[config.mk]
export PLATFORM = sky130hd
export DESIGN_NAME = axil_ram_master_flat
export DESIGN_NICKNAME = d
export VERILOG_FILES = /design/src/rtl/axil_ram_master_if.sv /design/src/rtl/axil_ram_master.sv /design/src/flat_wrapper.sv
export SDC_FILE = /design/constraint.sdc
export NUM_CORES = 1
export LEC_CHECK = 0
export ABC_AREA = 1
export BUFFER_PORTS_ARGS = -buffer_cell sky130_fd_sc_hd__buf_4
export CELL_PAD_IN_SITES_DETAIL_PLACEMENT = 0
export CELL_PAD_IN_SITES_GLOBAL_PLACEMENT = 1
export CORE_UTILIZATION = 28
export DETAILED_ROUTE_END_ITERATION = 10
export GPL_TIMING_DRIVEN = 0
export PLACE_DENSITY = 0.77
export SETUP_SLACK_MARGIN = 0.05
export SLEW_MARGIN = 20
export SYNTH_ARGS = -nofsm -noshare
export SYNTH_HDL_FRONTEND = slang
export SYNTH_SLANG_ARGS = --single-unit
[constraint.sdc]
create_clock -name a_clk -period 1.5 [get_ports a_clk]
set_clock_uncertainty 0.2 [all_clocks]
set_input_delay 0.075 -clock a_clk [delete_from_list [all_inputs] [get_ports a_clk]]
set_output_delay 0.075 -clock a_clk [all_outputs]
set_load 0.01 [all_outputs]
[src/rtl/axil_ram_master_if.sv]
// rtl/axil_ram_master_if.sv - AXI4-Lite bus bundle between the RAM master and one RAM slave port
interface axil_ram_master_if #(
   parameter int DATA_WIDTH = 32,
   parameter int ADDR_WIDTH = 16,
   parameter int STRB_WIDTH = DATA_WIDTH / 8
);
   logic [ADDR_WIDTH-1:0] awaddr;
   logic [2:0]            awprot;
   logic                  awvalid;
   logic                  awready;
   logic [DATA_WIDTH-1:0] wdata;
   logic [STRB_WIDTH-1:0] wstrb;
   logic                  wvalid;
   logic                  wready;
   logic [1:0]            bresp;
   logic                  bvalid;
   logic                  bready;
   logic [ADDR_WIDTH-1:0] araddr;
   logic [2:0]            arprot;
   logic                  arvalid;
   logic                  arready;
   logic [DATA_WIDTH-1:0] rdata;
   logic [1:0]            rresp;
   logic                  rvalid;
   logic                  rready;

   modport master (
      output awaddr, awprot, awvalid, input awready,
      output wdata, wstrb, wvalid, input wready,
      input bresp, bvalid, output bready,
      output araddr, arprot, arvalid, input arready,
      input rdata, rresp, rvalid, output rready
   );

   modport slave (
      input awaddr, awprot, awvalid, output awready,
      input wdata, wstrb, wvalid, output wready,
      output bresp, bvalid, input bready,
      input araddr, arprot, arvalid, output arready,
      output rdata, rresp, rvalid, input rready
   );
endinterface

[src/rtl/axil_ram_master.sv]
// rtl/axil_ram_master.sv - AXI4-Lite initiator turning one cmd request into one RAM transaction
// Define AXIL_RAM_MASTER_TIMEOUT_EN to add a per-transaction watchdog of TIMEOUT_CYCLES.
module axil_ram_master #(
   parameter int DATA_WIDTH     = 32,
   parameter int ADDR_WIDTH     = 16,
   parameter int STRB_WIDTH     = DATA_WIDTH / 8,
   parameter int TIMEOUT_CYCLES = 256
) (
   input  logic                  a_clk,
   input  logic                  a_rst,
   input  logic                  cmd_valid,
   output logic                  cmd_ready,
   input  logic                  cmd_write,
   input  logic [ADDR_WIDTH-1:0] cmd_addr,
   input  logic [DATA_WIDTH-1:0] cmd_wdata,
   input  logic [STRB_WIDTH-1:0] cmd_wstrb,
   input  logic [2:0]            cmd_prot,
   output logic                  rsp_valid,
   input  logic                  rsp_ready,
   output logic                  rsp_write,
   output logic [DATA_WIDTH-1:0] rsp_rdata,
   output logic [1:0]            rsp_resp,
   output logic                  busy,
   axil_ram_master_if.master     m_axil
);
   typedef enum logic [2:0] {IDLE, WRITE, WRESP, READ, RDATA, RSP} state_t;

   state_t                state, state_next;
   logic [ADDR_WIDTH-1:0] addr_q;
   logic [DATA_WIDTH-1:0] wdata_q;
   logic [STRB_WIDTH-1:0] wstrb_q;
   logic [2:0]            prot_q;
   logic                  write_q;
   logic [DATA_WIDTH-1:0] rdata_q;
   logic [1:0]            resp_q;
   logic                  aw_done, w_done;
   logic                  aw_hs, w_hs;

   if (TIMEOUT_CYCLES < 2) begin : g_param_check
      $error("TIMEOUT_CYCLES must be at least 2");
   end

   // cmd_ready is gated by reset so nothing looks acceptable while the block is held in reset
   assign cmd_ready = (state == IDLE) && a_rst;
   assign busy      = (state != IDLE);
   assign rsp_valid = (state == RSP);
   assign rsp_write = write_q;
   assign rsp_rdata = rdata_q;
   assign rsp_resp  = resp_q;

   assign m_axil.awaddr  = addr_q;
   assign m_axil.awprot  = prot_q;
   assign m_axil.awvalid = (state == WRITE) && !aw_done;
   assign m_axil.wdata   = wdata_q;
   assign m_axil.wstrb   = wstrb_q;
   assign m_axil.wvalid  = (state == WRITE) && !w_done;
   assign m_axil.bready  = (state == WRESP);
   assign m_axil.araddr  = addr_q;
   assign m_axil.arprot  = prot_q;
   assign m_axil.arvalid = (state == READ);
   assign m_axil.rready  = (state == RDATA);

   assign aw_hs = m_axil.awvalid && m_axil.awready;
   assign w_hs  = m_axil.wvalid && m_axil.wready;

`ifdef AXIL_RAM_MASTER_TIMEOUT_EN
   localparam int TMO_W = $clog2(TIMEOUT_CYCLES);

   logic [TMO_W-1:0] tmo_cnt;
   logic             in_txn;
   logic             tmo_expire;

   assign in_txn = (state == WRITE) || (state == WRESP) || (state == READ) || (state == RDATA);

   always_ff @(posedge a_clk or negedge a_rst) begin
      if (!a_rst) begin
         tmo_cnt <= '0;
      end else if (in_txn) begin
         tmo_cnt <= tmo_cnt + 1'b1;
      end else begin
         tmo_cnt <= '0;
      end
   end
`endif

   always_comb begin
      state_next = state;
`ifdef AXIL_RAM_MASTER_TIMEOUT_EN
      tmo_expire = 1'b0;
`endif
      case (state)
         IDLE:    if (cmd_valid) state_next = cmd_write ? WRITE : READ;
         WRITE:   if ((aw_done || aw_hs) && (w_done || w_hs)) state_next = WRESP;
         WRESP:   if (m_axil.bvalid) state_next = RSP;
         READ:    if (m_axil.arready) state_next = RDATA;
         RDATA:   if (m_axil.rvalid) state_next = RSP;
         RSP:     if (rsp_ready) state_next = IDLE;
         default: state_next = IDLE;
      endcase
`ifdef AXIL_RAM_MASTER_TIMEOUT_EN
      // A phase finishing on the last allowed cycle still wins over the watchdog
      if (in_txn && (tmo_cnt == TMO_W'(TIMEOUT_CYCLES - 1)) && (state_next == state)) begin
         tmo_expire = 1'b1;
         state_next = RSP;
      end
`endif
   end

   always_ff @(posedge a_clk or negedge a_rst) begin
      if (!a_rst) begin
         state   <= IDLE;
         addr_q  <= '0;
         wdata_q <= '0;
         wstrb_q <= '0;
         prot_q  <= '0;
         write_q <= 1'b0;
         rdata_q <= '0;
         resp_q  <= '0;
         aw_done <= 1'b0;
         w_done  <= 1'b0;
      end else begin
         state <= state_next;
         case (state)
            IDLE: begin
               if (cmd_valid) begin
                  addr_q  <= cmd_addr;
                  wdata_q <= cmd_wdata;
                  wstrb_q <= cmd_wstrb;
                  prot_q  <= cmd_prot;
                  write_q <= cmd_write;
                  aw_done <= 1'b0;
                  w_done  <= 1'b0;
               end
            end
            WRITE: begin
               aw_done <= aw_done || aw_hs;
               w_done  <= w_done || w_hs;
            end
            WRESP: begin
               if (m_axil.bvalid) begin
                  resp_q  <= m_axil.bresp;
                  rdata_q <= '0;
               end
            end
            RDATA: begin
               if (m_axil.rvalid) begin
                  resp_q  <= m_axil.rresp;
                  rdata_q <= m_axil.rdata;
               end
            end
            default: ;
         endcase
`ifdef AXIL_RAM_MASTER_TIMEOUT_EN
         if (tmo_expire) begin
            resp_q  <= 2'b11;
            rdata_q <= '0;
         end
`endif
      end
   end
endmodule

[src/flat_wrapper.sv]
// flat-port wrapper written by rule: the top's interface ports become plain ports
module axil_ram_master_flat 
#(
   parameter int DATA_WIDTH     = 32,
   parameter int ADDR_WIDTH     = 16,
   parameter int STRB_WIDTH     = DATA_WIDTH / 8,
   parameter int TIMEOUT_CYCLES = 256
)
  (a_clk, a_rst, cmd_valid, cmd_ready, cmd_write, cmd_addr, cmd_wdata, cmd_wstrb, cmd_prot, rsp_valid, rsp_ready, rsp_write, rsp_rdata, rsp_resp, busy, m_axil_awaddr, m_axil_awprot, m_axil_awvalid, m_axil_awready, m_axil_wdata, m_axil_wstrb, m_axil_wvalid, m_axil_wready, m_axil_bresp, m_axil_bvalid, m_axil_bready, m_axil_araddr, m_axil_arprot, m_axil_arvalid, m_axil_arready, m_axil_rdata, m_axil_rresp, m_axil_rvalid, m_axil_rready);
  axil_ram_master_if #(.DATA_WIDTH(DATA_WIDTH), .ADDR_WIDTH(ADDR_WIDTH), .STRB_WIDTH(STRB_WIDTH)) m_axil_i ();
  input  logic a_clk;
  input  logic a_rst;
  input  logic cmd_valid;
  output logic cmd_ready;
  input  logic cmd_write;
  input  logic [ADDR_WIDTH-1:0] cmd_addr;
  input  logic [DATA_WIDTH-1:0] cmd_wdata;
  input  logic [STRB_WIDTH-1:0] cmd_wstrb;
  input  logic [2:0] cmd_prot;
  output logic rsp_valid;
  input  logic rsp_ready;
  output logic rsp_write;
  output logic [DATA_WIDTH-1:0] rsp_rdata;
  output logic [1:0] rsp_resp;
  output logic busy;
  output wire logic [$bits(m_axil_i.awaddr)-1:0] m_axil_awaddr;
  output wire logic [$bits(m_axil_i.awprot)-1:0] m_axil_awprot;
  output wire logic [$bits(m_axil_i.awvalid)-1:0] m_axil_awvalid;
  input wire logic [$bits(m_axil_i.awready)-1:0] m_axil_awready;
  output wire logic [$bits(m_axil_i.wdata)-1:0] m_axil_wdata;
  output wire logic [$bits(m_axil_i.wstrb)-1:0] m_axil_wstrb;
  output wire logic [$bits(m_axil_i.wvalid)-1:0] m_axil_wvalid;
  input wire logic [$bits(m_axil_i.wready)-1:0] m_axil_wready;
  input wire logic [$bits(m_axil_i.bresp)-1:0] m_axil_bresp;
  input wire logic [$bits(m_axil_i.bvalid)-1:0] m_axil_bvalid;
  output wire logic [$bits(m_axil_i.bready)-1:0] m_axil_bready;
  output wire logic [$bits(m_axil_i.araddr)-1:0] m_axil_araddr;
  output wire logic [$bits(m_axil_i.arprot)-1:0] m_axil_arprot;
  output wire logic [$bits(m_axil_i.arvalid)-1:0] m_axil_arvalid;
  input wire logic [$bits(m_axil_i.arready)-1:0] m_axil_arready;
  input wire logic [$bits(m_axil_i.rdata)-1:0] m_axil_rdata;
  input wire logic [$bits(m_axil_i.rresp)-1:0] m_axil_rresp;
  input wire logic [$bits(m_axil_i.rvalid)-1:0] m_axil_rvalid;
  output wire logic [$bits(m_axil_i.rready)-1:0] m_axil_rready;
  assign m_axil_awaddr = m_axil_i.awaddr;
  assign m_axil_awprot = m_axil_i.awprot;
  assign m_axil_awvalid = m_axil_i.awvalid;
  assign m_axil_i.awready = m_axil_awready;
  assign m_axil_wdata = m_axil_i.wdata;
  assign m_axil_wstrb = m_axil_i.wstrb;
  assign m_axil_wvalid = m_axil_i.wvalid;
  assign m_axil_i.wready = m_axil_wready;
  assign m_axil_i.bresp = m_axil_bresp;
  assign m_axil_i.bvalid = m_axil_bvalid;
  assign m_axil_bready = m_axil_i.bready;
  assign m_axil_araddr = m_axil_i.araddr;
  assign m_axil_arprot = m_axil_i.arprot;
  assign m_axil_arvalid = m_axil_i.arvalid;
  assign m_axil_i.arready = m_axil_arready;
  assign m_axil_i.rdata = m_axil_rdata;
  assign m_axil_i.rresp = m_axil_rresp;
  assign m_axil_i.rvalid = m_axil_rvalid;
  assign m_axil_rready = m_axil_i.rready;
  axil_ram_master #(.DATA_WIDTH(DATA_WIDTH), .ADDR_WIDTH(ADDR_WIDTH), .STRB_WIDTH(STRB_WIDTH), .TIMEOUT_CYCLES(TIMEOUT_CYCLES)) u_core (.a_clk(a_clk), .a_rst(a_rst), .cmd_valid(cmd_valid), .cmd_ready(cmd_ready), .cmd_write(cmd_write), .cmd_addr(cmd_addr), .cmd_wdata(cmd_wdata), .cmd_wstrb(cmd_wstrb), .cmd_prot(cmd_prot), .rsp_valid(rsp_valid), .rsp_ready(rsp_ready), .rsp_write(rsp_write), .rsp_rdata(rsp_rdata), .rsp_resp(rsp_resp), .busy(busy), .m_axil(m_axil_i));
endmodule
==> results.py <==
metrics = {
    "run_status": {
        "outcome": "complete, but fails checks",
        "failed_checks": "negative hold slack, negative setup slack",
    },
    "finish": {
        "area_growth_pct": 91.4,
        "regArea_mm2": 0.00238,
        "multiInputGateArea_mm2": 0.00160,
        "postLayoutCellArea_mm2": 0.00783,
        "drive_gt1_frac": 0.441,
        "fin_cells": 1012,
        "antenna_cells": 0,
        "fin_nets": 928,
        "fill_cells": 1220,
    },
    "yosys": {
        "synth_top_area_frac": 0.581,
        "synth.yosys.warnings": 0,
        "synth_area_leader_cell": "dfrtp_1",
        "synthDistinctLibCells": 22,
        "yosysMostFrequentCell": "nand2_1",
        "syn_nets": 577,
        "netlist_area_mm2": 0.00409,
        "avgSynthCellArea_um2": 8.59,
        "ys_async_sr_fraction": 1.00,
        "synth_seq_area_share": 0.581,
        "yosys-top-cells-count": "227 x nand2_1, 95 x dfrtp_1, 39 x nand3_1",
        "synthTopCellsByArea": "dfrtp_1 58%, nand2_1 21%, nand3_1 4.8%",
        "synthCells": 476,
        "ys_ff_latch": 95,
        "synth_ff_type": "dfrtp_1",
        "synth_edf_count": 0,
    },
    "run": {
        "max_cap_viol_count": 0,
    },
    "floorplan": {
        "core_area_mm2": 0.0140,
        "die_h_um": 123,
        "die-area_mm2": 0.0151,
        "ios": 218,
        "start_util": 0.291,
        "rows": 43,
        "die_w_um": 123,
    },
    "route": {
        "wl_met3_um": 1130,
        "routed-wl-met2_um": 7030,
        "postRouteAntennaNets": 0,
        "highest_layer": "met4",
        "vias_per_cell": 4.42,
        "drt_pass1_iterations": 4,
        "wire_per_inst_um": 14.1,
        "drt-met1-wl_um": 5900,
        "vias": 4469,
        "drc": 0,
        "wirelength_um": 14300,
        "drt_iter0_drc": 184,
    },
    "cts": {
        "cts_tree": "done",
        "root_buffer": "clkbuf_16",
        "numCtsBuffers": 9,
        "clk_latency_ns": 0.34,
        "clk_pin_slew_ns": 0.07,
        "cts_max_path_buffers": 2,
        "htree_levels": 3,
        "cts.sinks": 95,
        "cts_hold_buffers": 95,
    },
    "timing": {
        "final_max_slew_viol_count": 0,
        "hold_viol_final": 96,
        "rsz0062_at_grt": "true",
        "final.period_utilization": 1.18,
        "setup_ws_ns": -0.263,
        "tightest_slew_ns": 0.871,
        "setup_viol_count_final": 99,
        "timing.fmax_mhz": 567,
        "fin_tns_setup_ns": -14.89,
        "period_minus_slack_ns": 1.76,
        "whs_ns": -0.389,
        "slew_headroom": 0.419,
    },
    "placed_design": {
        "port_buffers": 217,
        "place_hpwl_um": 8810,
        "placed_area_mm2": 0.00599,
        "placed_cells": 873,
        "gp_congestion": 0.774,
    },
    "global_routing": {
        "antenna_found_initial": 0,
        "grt_overflow": 0,
        "grt_max_degree": 97,
        "first_global_vias": 4311,
        "grt_pass1_wl_um": 21500,
        "grt_usage": 0.183,
    },
    "worst_setup_path": {
        "arrival_ns": 1.85,
        "cp_common_cell": "buf_6",
        "cp.required_ns": 1.58,
        "path_max_fanout": 8,
        "start_kind": "register",
        "cp_num_buf_inv": 3,
        "crit_family": "simple AND/OR/NAND/NOR gates",
        "max_stage_delay_ns": 0.42,
        "cp_slowest_cell": "dfrtp_1",
        "path_cells": "inv_2, buf_6, nand4_1, nand2_4, nor2_8, buf_6, nand3_2, nand2_1",
        "crit_path_end_kind": "register",
        "regToRegSetupSlack_ns": -0.26,
        "crit_type": "register to register",
    },
    "hold_path": {
        "hold_class": "primary input to asynchronous set/reset pin",
    },
    "power_and_ir_drop": {
        "peakVddDrop_mv": 0.950,
        "powerDensity_mw_per_mm2": 1950,
        "p_leak_nw": 4.22,
    },
}
path summary, 6_finish.rpt:
kind                                               startpoint                            endpoint  depth (start not counted)
max                               u_core.state[1]$_DFFE_PN0P_    u_core.rsp_rdata[18]$_DFFE_PN0P_                          8
min in group a_clk                              m_axil_bvalid         u_core.state[1]$_DFFE_PN0P_                          4
min                                                     a_rst  u_core.m_axil.wdata[1]$_DFFE_PN0P_                          1
min reg2reg                u_core.m_axil.wdata[1]$_DFFE_PN0P_  u_core.m_axil.wdata[1]$_DFFE_PN0P_                          2
max in group asynchronous                               a_rst         u_core.state[0]$_DFFE_PN0P_                          1
max reg2reg                       u_core.state[1]$_DFFE_PN0P_    u_core.rsp_rdata[18]$_DFFE_PN0P_                          8
per-stage QoR:
stage               hold slack [ns]  setup slack [ns]  total power, mW   util
floorplan                    -0.421           -0.0128             7.98      -
global placement             0.0706            -0.266             11.2  0.426
detailed placement           0.0269            -0.333             11.3  0.427
CTS                          -0.342            -0.218             14.9  0.542
global route                 -0.304            -0.313             16.4  0.558
finish                       -0.389            -0.263             15.3  0.558
repair_timing:
item,CTS,global route
endpoints found under the setup margin,103,103
pin swaps,3,6
setup buffers,10,13
hold endpoints to repair,188,96
gates cloned,5,0
gates resized for setup,72,43
kinds of logic (layout without fill, tap and decap cells):
kind of cell,after synthesis,after routing,share of synthesized area
AO/OA/AOI/OAI,38,38,0.0465
AND/OR/NAND/NOR,283,284,0.283
flip-flops,95,95,0.581
buffers and inverters,60,415,0.0893
layout by cell type (no fill, tap or decap), drive strengths merged:
cell type	instances
and2	1
nand2	228
bufinv	2
nand3b	1
inv	15
o21ai	35
dlygate4sd3	95
dfrtp	95
buf	283
a21oi	3
clkbuf	18
clkinv	2
nor2	12
nand3	40
nand4	2
power by group:
part	internal [mW]	total [mW]	switching (mW)	leakage (nW)
sequential	3.77	4.56	0.790	1.23
combinational	4.12	8.23	4.11	2.84
clock	1.55	2.49	0.936	0.160
total	9.44	15.3	5.84	4.22
layout make-up:
class,instances,area share
Clock inverter,3,0.00831
Clock buffer,13,0.0332
Tap cell,180,0.0288
Inverter,16,0.00927
Buffer,44,0.0519
Timing Repair Buffer,339,0.360
Sequential cell,95,0.304
Multi-Input combinational cell,322,0.205
routing by layer:
metal | vias to the layer above | track usage
li1 | 2181 | -
met5 | - | 0
met2 | 180 | 0.317
met4 | 0 | 0.0617
met1 | 2090 | 0.221
met3 | 18 | 0.0432
sequential cells by signal (all words and copies together) (netlist names):
| register | cells |
|---|---|
| u_core.aw_done | 1 |
| u_core.m_axil.arprot | 3 |
| u_core.rsp_resp | 2 |
| u_core.rsp_rdata | 32 |
| u_core.state | 3 |
| u_core.m_axil.araddr | 16 |
| u_core.w_done | 1 |
| u_core.rsp_write | 1 |
| u_core.m_axil.wdata | 32 |
| u_core.m_axil.wstrb | 4 |
No activity file was read; power rests on OpenSTA's default activity.
